### src/rtl/call_stack_ctrl_pkg.sv
// rtl/call_stack_ctrl_pkg.sv - shared types and constants for the call stack controller
//
// Contents:
//   state_e      controller states (IDLE, DRAIN)
//   RA_INC_*     return-address increments for 16-bit and 32-bit call instructions
//   STAT_CNTW    default statistics counter width
//   stat_cnt_t   statistics counter type at the default width
//   ra_inc()     selects the return-address increment from the RVC flag
package call_stack_ctrl_pkg;

    typedef enum logic {
        IDLE  = 1'b0,
        DRAIN = 1'b1
    } state_e;

    localparam logic [2:0] RA_INC_RVC = 3'd2;
    localparam logic [2:0] RA_INC_STD = 3'd4;

    localparam int STAT_CNTW = 16;

    typedef logic [STAT_CNTW-1:0] stat_cnt_t;

    function automatic logic [2:0] ra_inc(input logic rvc);
        return rvc ? RA_INC_RVC : RA_INC_STD;
    endfunction

endpackage

### src/rtl/call_stack_ctrl_stats.sv
// rtl/call_stack_ctrl_stats.sv - saturating overflow/underflow event counters
//
// Ports:
//   clk, areset      clock, asynchronous active-high reset
//   i_clr            synchronous clear (controller entering DRAIN)
//   i_ovf_evt        push accepted into a full stack without a pop
//   i_unf_evt        return predicted with an empty stack
//   o_ovf_cnt        overflow count, saturates at all-ones
//   o_unf_cnt        underflow count, saturates at all-ones
module call_stack_ctrl_stats
    import call_stack_ctrl_pkg::*;
#(
    parameter int CNTW = STAT_CNTW
) (
    input  logic            clk,
    input  logic            areset,
    input  logic            i_clr,
    input  logic            i_ovf_evt,
    input  logic            i_unf_evt,
    output logic [CNTW-1:0] o_ovf_cnt,
    output logic [CNTW-1:0] o_unf_cnt
);

    logic [CNTW-1:0] ovf_q, ovf_d;
    logic [CNTW-1:0] unf_q, unf_d;

    always_comb begin
        ovf_d = ovf_q;
        unf_d = unf_q;
        if (i_clr) begin
            ovf_d = '0;
            unf_d = '0;
        end else begin
            if (i_ovf_evt && !(&ovf_q)) ovf_d = ovf_q + CNTW'(1);
            if (i_unf_evt && !(&unf_q)) unf_d = unf_q + CNTW'(1);
        end
    end

    always_ff @(posedge clk or posedge areset) begin
        if (areset) begin
            ovf_q <= '0;
            unf_q <= '0;
        end else begin
            ovf_q <= ovf_d;
            unf_q <= unf_d;
        end
    end

    assign o_ovf_cnt = ovf_q;
    assign o_unf_cnt = unf_q;

endmodule

### src/rtl/call_stack_ctrl.sv
// rtl/call_stack_ctrl.sv - return-address call stack sequencer for the CPU front end
//
// Optional feature macro: CALL_STACK_CTRL_STATS_EN (adds o_ovf_cnt / o_unf_cnt).
//
// Ports:
//   clk, areset        clock, asynchronous active-high reset
//   i_call, i_ret      decoded call / return this cycle
//   i_pc, i_rvc        PC of the event and 16-bit instruction flag
//   i_flush            pipeline flush, starts draining the stack
//   o_pred_valid       registered prediction pulse, o_pred_addr holds otherwise
//   o_pred_addr        predicted return address
//   o_pred_nohit       registered pulse: return seen with empty stack
//   o_busy             drain in progress
//   o_stk_push_en/data push request to the stack (combinational)
//   o_stk_pop_en       pop request to the stack (combinational)
//   i_stk_pop_data     current stack top
//   i_stk_full/empty   stack status flags
//   o_ovf_cnt/o_unf_cnt  statistics (macro only)
module call_stack_ctrl
    import call_stack_ctrl_pkg::*;
#(
    parameter int DPT  = 4,
    parameter int DW   = 32
`ifdef CALL_STACK_CTRL_STATS_EN
    ,
    parameter int CNTW = STAT_CNTW
`endif
) (
    input  logic          clk,
    input  logic          areset,
    input  logic          i_call,
    input  logic          i_ret,
    input  logic [DW-1:0] i_pc,
    input  logic          i_rvc,
    input  logic          i_flush,
    output logic          o_pred_valid,
    output logic [DW-1:0] o_pred_addr,
    output logic          o_pred_nohit,
    output logic          o_busy,
    output logic          o_stk_push_en,
    output logic [DW-1:0] o_stk_push_data,
    output logic          o_stk_pop_en,
    input  logic [DW-1:0] i_stk_pop_data,
    input  logic          i_stk_full,
    input  logic          i_stk_empty
`ifdef CALL_STACK_CTRL_STATS_EN
    ,
    output logic [CNTW-1:0] o_ovf_cnt,
    output logic [CNTW-1:0] o_unf_cnt
`endif
);

    // Watchdog wide enough to hold the value DPT itself.
    localparam int WDW = $clog2(DPT) + 1;

    state_e         state_q, state_d;
    logic [WDW-1:0] wd_q, wd_d;
    logic [WDW-1:0] wd_inc;
    logic           pv_q, pv_d;
    logic [DW-1:0]  pa_q, pa_d;
    logic           nh_q, nh_d;

    logic           push_c;
    logic           pop_c;
    logic           busy_c;

    always_comb begin
        state_d = state_q;
        wd_d    = wd_q;
        pv_d    = 1'b0;
        pa_d    = pa_q;
        nh_d    = 1'b0;
        push_c  = 1'b0;
        pop_c   = 1'b0;
        busy_c  = 1'b0;
        wd_inc  = wd_q;

        unique case (state_q)
            IDLE: begin
                if (i_flush) begin
                    // Flush wins over any same-cycle call/return.
                    state_d = DRAIN;
                    wd_d    = '0;
                end else begin
                    push_c = i_call;
                    pop_c  = i_ret && !i_stk_empty;
                    pv_d   = pop_c;
                    nh_d   = i_ret && i_stk_empty;
                    if (pop_c) pa_d = i_stk_pop_data;
                end
            end
            DRAIN: begin
                busy_c = 1'b1;
                pop_c  = !i_stk_empty;
                wd_inc = wd_q + WDW'(pop_c);
                // The watchdog bounds the drain even if the empty flag never rises.
                if (i_stk_empty || (wd_inc == WDW'(DPT))) begin
                    state_d = IDLE;
                    wd_d    = '0;
                end else begin
                    wd_d = wd_inc;
                end
            end
            default: begin
                state_d = IDLE;
                wd_d    = '0;
            end
        endcase
    end

    always_ff @(posedge clk or posedge areset) begin
        if (areset) begin
            state_q <= IDLE;
            wd_q    <= '0;
            pv_q    <= 1'b0;
            pa_q    <= '0;
            nh_q    <= 1'b0;
        end else begin
            state_q <= state_d;
            wd_q    <= wd_d;
            pv_q    <= pv_d;
            pa_q    <= pa_d;
            nh_q    <= nh_d;
        end
    end

    assign o_busy          = busy_c;
    assign o_pred_valid    = pv_q;
    assign o_pred_addr     = pa_q;
    assign o_pred_nohit    = nh_q;
    assign o_stk_push_data = i_pc + DW'(ra_inc(i_rvc));
    // Stack-side requests stay quiet for the whole reset assertion.
    assign o_stk_push_en   = push_c && !areset;
    assign o_stk_pop_en    = pop_c && !areset;

`ifdef CALL_STACK_CTRL_STATS_EN
    call_stack_ctrl_stats #(
        .CNTW (CNTW)
    ) u_stats (
        .clk       (clk),
        .areset    (areset),
        .i_clr     ((state_q == IDLE) && i_flush),
        .i_ovf_evt (o_stk_push_en && i_stk_full && !o_stk_pop_en),
        .i_unf_evt (nh_q),
        .o_ovf_cnt (o_ovf_cnt),
        .o_unf_cnt (o_unf_cnt)
    );
`else
    // The full flag only feeds the overflow statistic.
    logic unused_stk_full;
    assign unused_stk_full = i_stk_full;
`endif

endmodule

### config.mk
export PLATFORM = sky130hd
export DESIGN_NAME = call_stack_ctrl
export DESIGN_NICKNAME = d
export VERILOG_FILES = /design/src/rtl/call_stack_ctrl_pkg.sv /design/src/rtl/call_stack_ctrl_stats.sv /design/src/rtl/call_stack_ctrl.sv
export SDC_FILE = /design/constraint.sdc
export NUM_CORES = 1
export LEC_CHECK = 0
export ABC_AREA = 1
export CAP_MARGIN = 20
export CORE_MARGIN = 5
export CORE_UTILIZATION = 38
export CTS_CLUSTER_SIZE = 28
export DETAILED_ROUTE_END_ITERATION = 6
export GPL_TIMING_DRIVEN = 0
export PLACE_DENSITY = 0.87
export SLEW_MARGIN = 20
export SYNTH_ARGS = -nofsm -noshare
export SYNTH_HDL_FRONTEND = slang
export SYNTH_SLANG_ARGS = --single-unit
### constraint.sdc
create_clock -name clk -period 2.2 [get_ports clk]
set_input_delay 0.44 -clock clk [delete_from_list [all_inputs] [get_ports clk]]
set_output_delay 0.44 -clock clk [all_outputs]
set_load 0.03 [all_outputs]
# After elaboration in Yosys (flattened, before gate mapping)
# Cells that the tools add are included.
[totals] reg_bits=38 in_bits=72 output_inout_bits=69 wordCells=34
[op_classes] add_sub_neg=2 eq_ne=2 muxes=15 bitwise_logic=2 n_reduce_logical=8
[ops] operator="$add A32 B3 Y32" n=1
[ops] operator="$mux W1" n=9
[ops] operator="$mux W3" n=3
[ops] operator="$pmux W3 S2" n=1
[ops] operator="$logic_and A1 B1 Y1" n=4
[ops] operator="$pmux W1 S2" n=2
[ops] operator="$add A3 B1 Y3" n=1
[ops] operator="$eq A3 B3 Y1 const B" n=1
[ops] operator="$reduce_and A3 Y1" n=1
[ops] operator="$logic_not A1 Y1" n=2
[ops] operator="$ne A2 B2 Y1 const B" n=1
[ops] operator="$not A1 Y1" n=2
[ops] operator="$logic_or A1 B1 Y1" n=1

# Logic depth before layout (Yosys ltp)
# Gate-level depths: netlist of the first run.
[depth] ltp_word=6 ltp_mapped=9 mapped_depth_nobuf=9

# Worst setup path after synthesis of the first run
# OpenSTA, ideal clock, no wires.
[synth_path] path_type="input port to output port" startpoint="input port i_pc[1]" endpoint="output port o_stk_push_data[17]" arrival_ps=1904 t_required_ps=1760 slack_ps=-144 stages=7 n_path_buf=0 cell_sequence="ha_1 > fa_1 > nand3_2 > inv_2 > nand2_2 > nor2_1 > xor2_1"
[synth_between] elab_chain_len=1
[synth_lines] item="from (decl)" line_no="call_stack_ctrl.sv:33" rtl="input logic [DW-1:0] i_pc,"
[synth_lines] item="$add A32 B3 Y32" line_no="call_stack_ctrl.sv:131" rtl="assign o_stk_push_data = i_pc + DW'(ra_inc(i_rvc));"
[synth_lines] item="to (decl)" line_no="call_stack_ctrl.sv:41" rtl="output logic [DW-1:0] o_stk_push_data,"
# No other way between the ends.

# Worst setup path after layout of the first run
[layout_path] startpoint="input port i_rvc" endpoint="output port o_stk_push_data[9]"
[layout_between] elab_chain_len=2
[layout_lines] item="from (decl)" line_no="call_stack_ctrl.sv:34" rtl="input logic i_rvc,"
[layout_lines] item="$mux W3" line_no="call_stack_ctrl_pkg.sv:24" rtl="return rvc ? RA_INC_RVC : RA_INC_STD;"
[layout_lines] item="$add A32 B3 Y32" line_no="call_stack_ctrl.sv:131"
# No other way between the ends.

==> results.md, run 1 <==
- Reg area: approximately 950 sq um
- Iteration-0 DRC Markers: roughly 100
- Top cells by area, synth: dfrtp_1, nand2_1, nor2_1, nand3b_1, xor2_1
- Clock sink count: 38
- DP HPWL: ~6600 microns
- Global Route Usage Sum: 0.211
- Worst setup margin: -0.0669 ns
- Wire length of the first global-routing pass: 14,300 microns
- Peak Freq: ~0.44 GHz
- Peak supply drop: around 0.56 mV
- Setup crit end kind: primary output
- WL per Instance: 14.6 microns
- Largest area contributor in the netlist: dfrtp_1
- Dpl ws: -1.08 ns
- Die ar.: around 0.0081 sq mm
- Critical path cell sequence: buf_8 > ha_4 > fa_2 > nand3_4 > inv_4 > nand2_4 > buf_4 > xnor2_2 > buf_6
- Slowest cell on crit path: fa_2
- Unrepaired setup endpoints after global routing: yes
- Synth warnings: 0
- Hold Path Class: input port to async pin
- Crit path time final: ~2.3 ns
- DRT Wirelength: 8660 microns
- Setup CP Type: input port to primary output
- # hold bufs at CTS: 0
- Top Family by Delay on Critical Path: adder cells
- Path depth of the worst reg2reg path: 6
- CTS H-tree depth: 2
- Post-route setup TNS: -0.0927 ns
- Clk_skew: 0.00550 ns
- Multi-input logic area: 0.00157 sq mm
- CP bufs+invs: 4
- Routability congestion estimate: 0.893
- Final Cycle Share: 1.03
- Count leader, synth: nand2_1
- Clock root buffer: clkbuf_8
- Max_cap viols: 0
- DR vias: approximately 2,800
- Vias per inst: around 4.8
- DRC: 0
- Ant. Diodes: 0
- Post-DRT Antenna Nets: 0
- Vias in the first global route: 2,928
- Failing checks: setup timing
- CTS tree: yes
- Yosys reg bits: 38
- Initial antenna violation count: 0
- Final Hold Vio Count: 0
- Max transition margin: 0.375
- Count of cell types in the netlist: 22
- Top_reg_cell synth: dfrtp_1
- Row count: 29
- Final Slew Violations: 0
- Die width: between 90 and 100 microns
- Initial core utilization: 0.388
- Pre-antenna DRT Iters: 4
- P&R area growth vs syn: 72.7%
- IO Count: roughly 140
- Sequential fraction of the synthesis area: 0.391
- Fillers: about 540
- Run status: finished, violations left
- CP Max Fanout: 4
- Crit start category: input port
- EDFF count, synth: 0
- Mapped Area: between 0.002 and 0.0025 sq mm
- Post-Syn Instances: ~360
- WP data arrival: roughly 1.8 ns
- I/O Buffers: 138
- Share of flip-flops with an asynchronous set or reset: 1.00
- Global route overflow: 0
- CP required: around 1.8 ns
- Final setup violation count: 3
- Later-pin clock latency in the skew report: between 0.2 and 0.3 ns
- Max stage delay on crit path: between 0.4 and 0.5 ns
- Leakage power: slightly above 2 nW
- Die height: between 90 and 100 microns
- Maximum clock path buffer count: 2
- Syn Nets: 440
- Pwr dens: 632 mW/mm^2
- Post-synth top cells: nand2_1, nor2_1, dfrtp_1, inv_1, nand3b_1
- Reg2reg start: state_q
- Synth top area share: 0.391
- Core ar.: 0.00628 sq mm
- Worst r2r dst: o_pred_addr[1]
- R2r setup slk: between 0.8 and 0.9 ns
- Syn avg cell area: about 6.7 sq um
- Worst Max-Slew Pin Slew: slightly above 0.9 ns
- Final nets: slightly below 600
- Number of CTS-inserted buffers: 5
- Pin count of the biggest net entering global routing: 20
- CTS clk-pin slew, worst paths: ~0.070 ns
- Layout cells sized above 1: 0.227
[sequential cells by signal (all words and copies together) (netlist names)]
register      flops
wd_q              3
state_q           1
o_pred_addr      32
o_pred_valid      1
o_pred_nohit      1
[repair_timing]
| action | in CTS | in global routing |
|---|---|---|
| setup endpoints to repair | 33 | 31 |
| resized for setup | 217 | 50 |
| pin swaps | 14 | 7 |
| gates cloned | 2 | 0 |
| buffers inserted | 4 | 3 |
[cell families (layout without fill, tap and decap cells)]
kind of cell    Yosys count  count (layout)  share of synthesized area
flops                    38              38                      0.391
buf+inv                  28             182                     0.0509
fa+ha+maj                 6               6                     0.0339
compound gates            5               5                     0.0103
xor+xnor                 16              16                     0.0576
simple gates            269             269                      0.457
[how the worst max path moves through the flow]
stage | from | to | slack [ns] | cells after the start
after floorplan | i_pc[1] | o_stk_push_data[17] | 0.004 | 7
after global placement | i_rvc | o_stk_push_data[15] | -1.07 | 8
after detailed placement | i_rvc | o_stk_push_data[17] | -1.08 | 9
after CTS | i_rvc | o_stk_push_data[25] | -0.009 | 11
after global routing | i_rvc | o_stk_push_data[9] | -0.10 | 9
final | i_rvc | o_stk_push_data[9] | -0.07 | 9
[placed cells by master, fill, tap and decap left out, types with 4 or more instances in the layout]
master           netlist  layout
nor2_2                 4      21
nor2_4                 2       8
ha_1                   5       4
xor2_1                10       7
buf_2                  3      12
clkbuf_8               0       5
clkdlybuf4s15_2        0       4
nor2_1                45      22
dfrtp_1               38      38
nand3b_1              12      12
nand2_2                4      14
buf_6                  0       8
dlygate4sd2_1          0      20
dlymetal6s2s_1         0       6
xnor2_1                6       4
clkdlybuf4s15_1        0       4
clkdlybuf4s50_1        0      75
nand2_1              193     181
inv_1                 18      16
buf_4                  4      20
[worst reg2reg max path: stages (launching register included)]
cell,delay (ns)
dfrtp_1,0.44
nor2_2,0.20
nand2_1,0.17
inv_2,0.14
buf_4,0.18
nand2_1,0.08
nand2_1,0.06
[area by class of cell]
class                           instances  share of cell area
Timing Repair inverter                  2             0.00238
Buffer                                  7              0.0107
Tap cell                               77              0.0229
Timing Repair Buffer                  145               0.325
Sequential cell                        38               0.226
Clock inverter                          2             0.00238
Multi-Input combinational cell        296               0.374
Clock buffer                            5              0.0164
Inverter                               21              0.0202
[power breakdown]
| group | switching (mW) | internal (mW) |
|---|---|---|
| sequential | 0.0920 | 0.858 |
| combinational | 0.739 | 0.526 |
| clock | 0.230 | 0.212 |
[metal layers]
metal,vias to the layer above,share of wire,track usage
met5,-,0,0
met4,0,0.015,0.0533
met3,13,0.11,0.0810
met2,134,0.49,0.369
met1,1288,0.39,0.240
li1,1401,-,-
[through the flow]
stage	power [mW]	utilization	instance area, sq um	instances	hold WS (ns)
after floorplan	1.60	-	2470	362	0.410
after global placement	2.20	0.629	3950	577	0.461
after detailed placement	2.22	0.629	3950	577	0.467
after CTS	2.67	0.654	4110	590	0.484
after global routing	2.80	0.670	4200	593	0.344
final	2.66	0.670	4200	593	0.320
Note: power is estimated with default switching activity, not from simulation.
==> inputs of run 2 (changes only) <==
--- a/config.mk
+++ b/config.mk
@@ -7,7 +7,7 @@
 export LEC_CHECK = 0
 export ABC_AREA = 1
 export CAP_MARGIN = 20
-export CORE_MARGIN = 5
+export CORE_MARGIN = 8
 export CORE_UTILIZATION = 38
 export CTS_CLUSTER_SIZE = 28
 export DETAILED_ROUTE_END_ITERATION = 6
==> run 2 against run 1 <==
Clock skew is 0.0051 ns higher; die area grew 14%; largest cell class unchanged; non-clock buffer count stayed put; the run now ends clean; via count up 2.8%; sequential share of layout area shrank 0.27 points; routed wire length is 7.2% higher; global-route usage decreased by 0.98 points; first-iteration DRC count increased by 20%; cell count grew 0.34%; highest routed layer unchanged.
==> results.md, run 2 (same netlist as run 1, synthesis figures left out) <==
- Run status: completed
- Die ar.: approximately 0.0092 sq mm
- DRT Wirelength: 9290 microns
- Row count: 29
- I/O Buffers: ~140
- Final Hold Vio Count: 0
- Worst hold margin: around 0.48 ns
- Slowest cell on crit path: fa_2
- Final nets: 594
- Layout cells sized above 1: 0.232
- Power, Total: between 2 and 3 mW
- CTS tree: yes
- Unrepaired setup endpoints after global routing: yes
- Clock power frac: 0.184
- Max_cap viols: 0
- Die width: slightly below 100 microns
- Setup CP Type: input port to primary output
- Crit path time final: between 2 and 2.5 ns
- Die height: just under 100 microns
- CP bufs+invs: 3
- CP required: about 1.8 ns
- Clock sink count: 38
- Core ar.: ~0.0063 sq mm
- Commonest non-fill, non-tap cell in the layout: nand2_1
- Crit start category: input port
- DRC: 0
- Later-pin clock latency in the skew report: approximately 0.29 ns
- Placed Area: between 0.003 and 0.004 sq mm
- Fillers: ~530
- Global Route Usage Sum: 0.201
- Peak Freq: about 0.46 GHz
- WL per Instance: about 16 microns
- Grt met2 use: 0.365
- Sw Share: 0.401
- Peak supply drop: 0.564 mV
- Design area: around 0.0043 sq mm
- Vias in the first global route: between 2,000 and 3,000
- Worst Max-Slew Pin Slew: about 0.9 ns
- Initial core utilization: 0.388
- Initial antenna violation count: 0
- Number of CTS-inserted buffers: 5
- Start point of the critical path: i_rvc
- Clock root buffer: clkbuf_8
- Routability congestion estimate: 0.942
- GRT busiest layer: met2
- CTS clk-pin slew, worst paths: 0.07 ns
- Leakage power: 2.07 nW
- Setup crit end kind: primary output
- Routing usage on met1: 0.209
- Max transition margin: 0.410
- Wire length of the first global-routing pass: between 10,000 and 15,000 microns
- Vias per inst: ~4.9
- WP data arrival: ~1.8 ns
- Max stage delay on crit path: around 0.27 ns
- CP Max Fanout: 4
- Maximum clock path buffer count: 2
- Finished Core Util: 0.678
- Pre-antenna DRT Iters: 4
- Clk_skew: 0.0106 ns
- Gate power share: 0.470
- Pin count of the biggest net entering global routing: 20
- Most frequent cells in the layout: nand2_1, clkdlybuf4s50_1, dfrtp_1
- DP HPWL: 7070 microns
- Worst Hold Launch: o_pred_addr[22]
- Top Family by Delay on Critical Path: simple AND/OR/NAND/NOR gates
- Critical path cell sequence: buf_8 > inv_2 > fa_2 > nand3_4 > nor2_4 > nand3_2 > o21ai_1 > nand2_1 > buf_6
- Iteration-0 DRC Markers: around 130
- CTS H-tree depth: 2
- Post-DRT Antenna Nets: 0
- IO Count: ~140
- Largest register FFs: 32
- P&R area growth vs syn: 74.7%
- Global route overflow: 0
- Sequential power share: 0.346
- DR vias: 2,915
- Pwr dens: 643 mW/mm^2
- Sw power: ~1.1 mW
- Final Slew Violations: 0
- GRT met3 Usage: 0.0710
- Internal Pwr Total: ~1.6 mW
- Final setup violation count: 0
- Hold Path Class: flop to flop
- Final Cycle Share: 0.994
- Reg2reg start: state_q
## run 2: cell types whose count changed in the layout (fill, tap and decap cells not counted), sizes merged
cell / delta
clkinvlp: +1
clkdlybuf4s15: -1
diode: +1
buf: -1
clkbuf: +2
dlygate4sd2: +2
clkinv: -1
dlymetal6s2s: -1
## run 2: final cells by class
cell class	count	area, sq um	share of cell area
Inverter	21	85.1	0.0200
Buffer	7	45.0	0.0106
Clock buffer	6	82.6	0.0194
Timing Repair inverter	2	10.0	0.00235
Timing Repair Buffer	145	1370	0.321
Antenna cell	1	2.50	0.000588
Multi-Input combinational cell	296	1600	0.376
Tap cell	77	96.3	0.0226
Sequential cell	38	951	0.224
Clock inverter	2	12.5	0.00294
## run 2: worst min-delay path: stages (launching register included)
cell and delay, ns:
dfrtp_1 0.34, nand2_1 0.05, nand2_1 0.05
## run 2: per-stage QoR
| stage | cells | TNS [ns] | worst slack [ns] |
|---|---|---|---|
| floorplan | 362 | 0 | 0.00353 |
| global placement | 577 | -26.39 | -1.07 |
| detailed placement | 577 | -27.68 | -1.15 |
| CTS | 593 | -0.0101 | -0.00719 |
| global route | 594 | -0.101 | -0.0489 |
| finish | 595 | 0 | 0.0142 |
## run 2: worst paths after layout
kind | to | slack, ns | cells past startpoint
max in group asynchronous | o_pred_addr[21] | 0.96 | 2
min in group asynchronous | o_pred_addr[9] | 0.66 | 3
max | o_stk_push_data[23] | 0.01 | 9
min reg2reg | o_pred_addr[22] | 0.48 | 2
max reg2reg | o_pred_addr[24] | 0.81 | 6
min | o_pred_addr[22] | 0.48 | 2
## run 2: power groups by stage
stage | Clock (mW) | Sequential [mW] | Combinational [mW]
global placement | 0 | 0.954 | 1.25
global route | 0.539 | 0.965 | 1.37
floorplan | 0 | 1.27 | 0.329
CTS | 0.516 | 0.950 | 1.28
finish | 0.503 | 0.948 | 1.29
detailed placement | 0 | 0.960 | 1.27
## run 2: layer usage
| layer | wire length (microns) | up-vias | part of all wire |
|---|---|---|---|
| met5 | 0 | - | 0 |
| met4 | 120 | 0 | 0.013 |
| met3 | 1240 | 13 | 0.13 |
| met2 | 4600 | 168 | 0.49 |
| met1 | 3330 | 1325 | 0.36 |
| li1 | - | 1409 | - |
## run 2: what timing repair did
action | in CTS | in global routing
resized for setup | 228 | 45
pin swaps | 17 | 13
endpoints found under the setup margin | 33 | 29
setup buffers | 6 | 1
hold endpoints to repair | 0 | 0
cloned | 2 | 0
hold buffers | 0 | 0
==> inputs of run 3 (changes only) <==
--- a/config.mk
+++ b/config.mk
@@ -7,7 +7,6 @@
 export LEC_CHECK = 0
 export ABC_AREA = 1
 export CAP_MARGIN = 20
-export CORE_MARGIN = 8
 export CORE_UTILIZATION = 38
 export CTS_CLUSTER_SIZE = 28
 export DETAILED_ROUTE_END_ITERATION = 6
==> run 3 against run 2 <==
Clock power increased by 0.8%; design area decreased by 0.26%; sequential power increased by 0.4%; largest cell class unchanged; largest power group unchanged.
==> results.md, run 3 (same netlist as run 1, synthesis figures left out) <==
- Run status: completed
- Wire length of the first global-routing pass: around 13,000 microns
- Iteration-0 DRC Markers: between 100 and 150
- IO Count: between 100 and 150
- I/O Buffers: roughly 140
- Finished Core Util: 0.700
- Crit start category: input port
- Power, Total: around 2.7 mW
- Setup CP Type: input port to primary output
- DRC: 0
- Setup crit end kind: primary output
- Placed cell count: ~580
- Largest register FFs: 32
- Pwr dens: ~640 mW/mm^2
- Clock sink count: 38
- Reg area: roughly 950 sq um
- Start point of the critical path: i_pc[11]
- Max_cap viols: 0
- Die width: just over 80 microns
- Layout cells sized above 1: 0.238
- Initial core utilization: 0.402
- Peak Freq: around 0.46 GHz
- Vias per inst: approximately 4.8
- Leakage power: around 2.1 nW
- Post-DRT Antenna Nets: 0
- Max transition margin: 0.385
- Number of CTS-inserted buffers: 5
- Routability congestion estimate: around 1.0
- Multi-input logic area: roughly 0.0016 sq mm
- Pre-antenna DRT Iters: 4
- CTS H-tree depth: 2
- Core ar.: about 0.0061 sq mm
- DP HPWL: about 6000 microns
- Row count: 28
- Global route overflow: 0
- Hold Path Class: input port to async pin
- DR vias: 2,890
- Commonest non-fill, non-tap cell in the layout: nand2_1
- Final nets: between 500 and 600
- # hold bufs at CTS: 0
- Initial antenna violation count: 0
- Die height: a little over 80 microns
- R2r setup slk: between 0.8 and 0.9 ns
- Global Route Usage Sum: 0.257
- Pin count of the biggest net entering global routing: 20
- Worst Max-Slew Pin Slew: 0.917 ns
- Post-route setup TNS: 0 ns
- WP data arrival: 1.73 ns
- Later-pin clock latency in the skew report: between 0.2 and 0.3 ns
- DRT Wirelength: around 8500 microns
- Maximum clock path buffer count: 2
- Unrepaired setup endpoints after global routing: yes
- Clk_skew: approximately 0.0060 ns
- Peak supply drop: 0.589 mV
- Worst r2r dst: state_q
- CP Max Fanout: 5
- Final setup violation count: 0
- Fin cells: around 600
- Final Cycle Share: 0.985
- WL per Instance: between 10 and 15 microns
- Die ar.: ~0.0067 sq mm
- Final Slew Violations: 0
- CTS clk-pin slew, worst paths: 0.08 ns
- CP required: ~1.8 ns
- CTS tree: yes
- Fillers: about 470
- Clock root buffer: clkbuf_8
- Most frequent cells in the layout: nand2_1, clkdlybuf4s50_1, dfrtp_1
- CP endpoint: o_stk_push_data[20]
- Final Hold Vio Count: 0
- Reg2reg start: wd_q[0]
- P&R area growth vs syn: 74.3%
- Path depth of the worst reg2reg path: 6
- Vias in the first global route: ~2,900
- Crit path time final: approximately 2.2 ns
run 3: cell types whose count changed in the layout (fill, tap and decap cells not counted), moves of 2 or more:
cell            delta
nor2_1             -3
dlygate4sd2_1      -2
dlymetal6s2s_1     +2
buf_4              +4
nand2_2            -3
nand3_2            +2
nand2_1            +4
nand3_4            -2
buf_6              -2
nor2_4             +2
run 3: where the power goes:
group          leakage, nW  internal (mW)  total [mW]  switching (mW)
Combinational         1.56          0.531        1.27           0.736
Clock               0.0472          0.252       0.507           0.255
Sequential           0.482          0.858       0.952          0.0943
Total                 2.09           1.64        2.73            1.08
run 3: critical path, stage by stage:
cell,delay (ns)
dlygate4sd2_1,0.28
nand2_1,0.14
nor2_2,0.19
nand2_1,0.11
nor2_4,0.20
nand2_1,0.08
nand2_1,0.06
nand2_1,0.05
buf_2,0.17
run 3: stage by stage:
step                hold slack [ns]  cell area (sq um)  setup slack [ns]
floorplan                     0.410               2470           0.00353
global placement              0.462               3940             -1.03
detailed placement            0.464               3940             -1.10
CTS                           0.486               4130           -0.0133
global route                  0.319               4240           -0.0595
finish                        0.298               4240            0.0334
run 3: final cells by class:
type / count / area share
Timing Repair Buffer: 148 / 0.327
Clock buffer: 6 / 0.0195
Multi-Input combinational cell: 296 / 0.370
Inverter: 21 / 0.0201
Antenna cell: 1 / 0.000590
Timing Repair inverter: 2 / 0.00236
Tap cell: 75 / 0.0221
Sequential cell: 38 / 0.224
Clock inverter: 2 / 0.00295
Buffer: 7 / 0.0106
run 3: metal layers:
metal,GRT usage,part of all wire,vias up
met5,0,0,-
met4,0.147,0.037,0
met3,0.0556,0.073,30
met2,0.466,0.52,128
met1,0.271,0.37,1321
li1,-,-,1411
run 3: worst min-delay path by stage:
| stage | startpoint | to |
|---|---|---|
| detailed placement | o_pred_addr[14] | o_pred_addr[14] |
| global route | areset | o_pred_addr[9] |
| floorplan | areset | o_pred_addr[0] |
| finish | areset | o_pred_addr[27] |
| CTS | o_pred_addr[7] | o_pred_addr[7] |
| global placement | o_pred_addr[7] | o_pred_addr[7] |
run 3: what timing repair did:
action                                 CTS  global route
gates resized for setup                223            51
endpoints found under the hold margin    0             0
pin swaps                               13             9
gates cloned                             2             0
setup buffers                            7             3
setup endpoints to repair               33            29
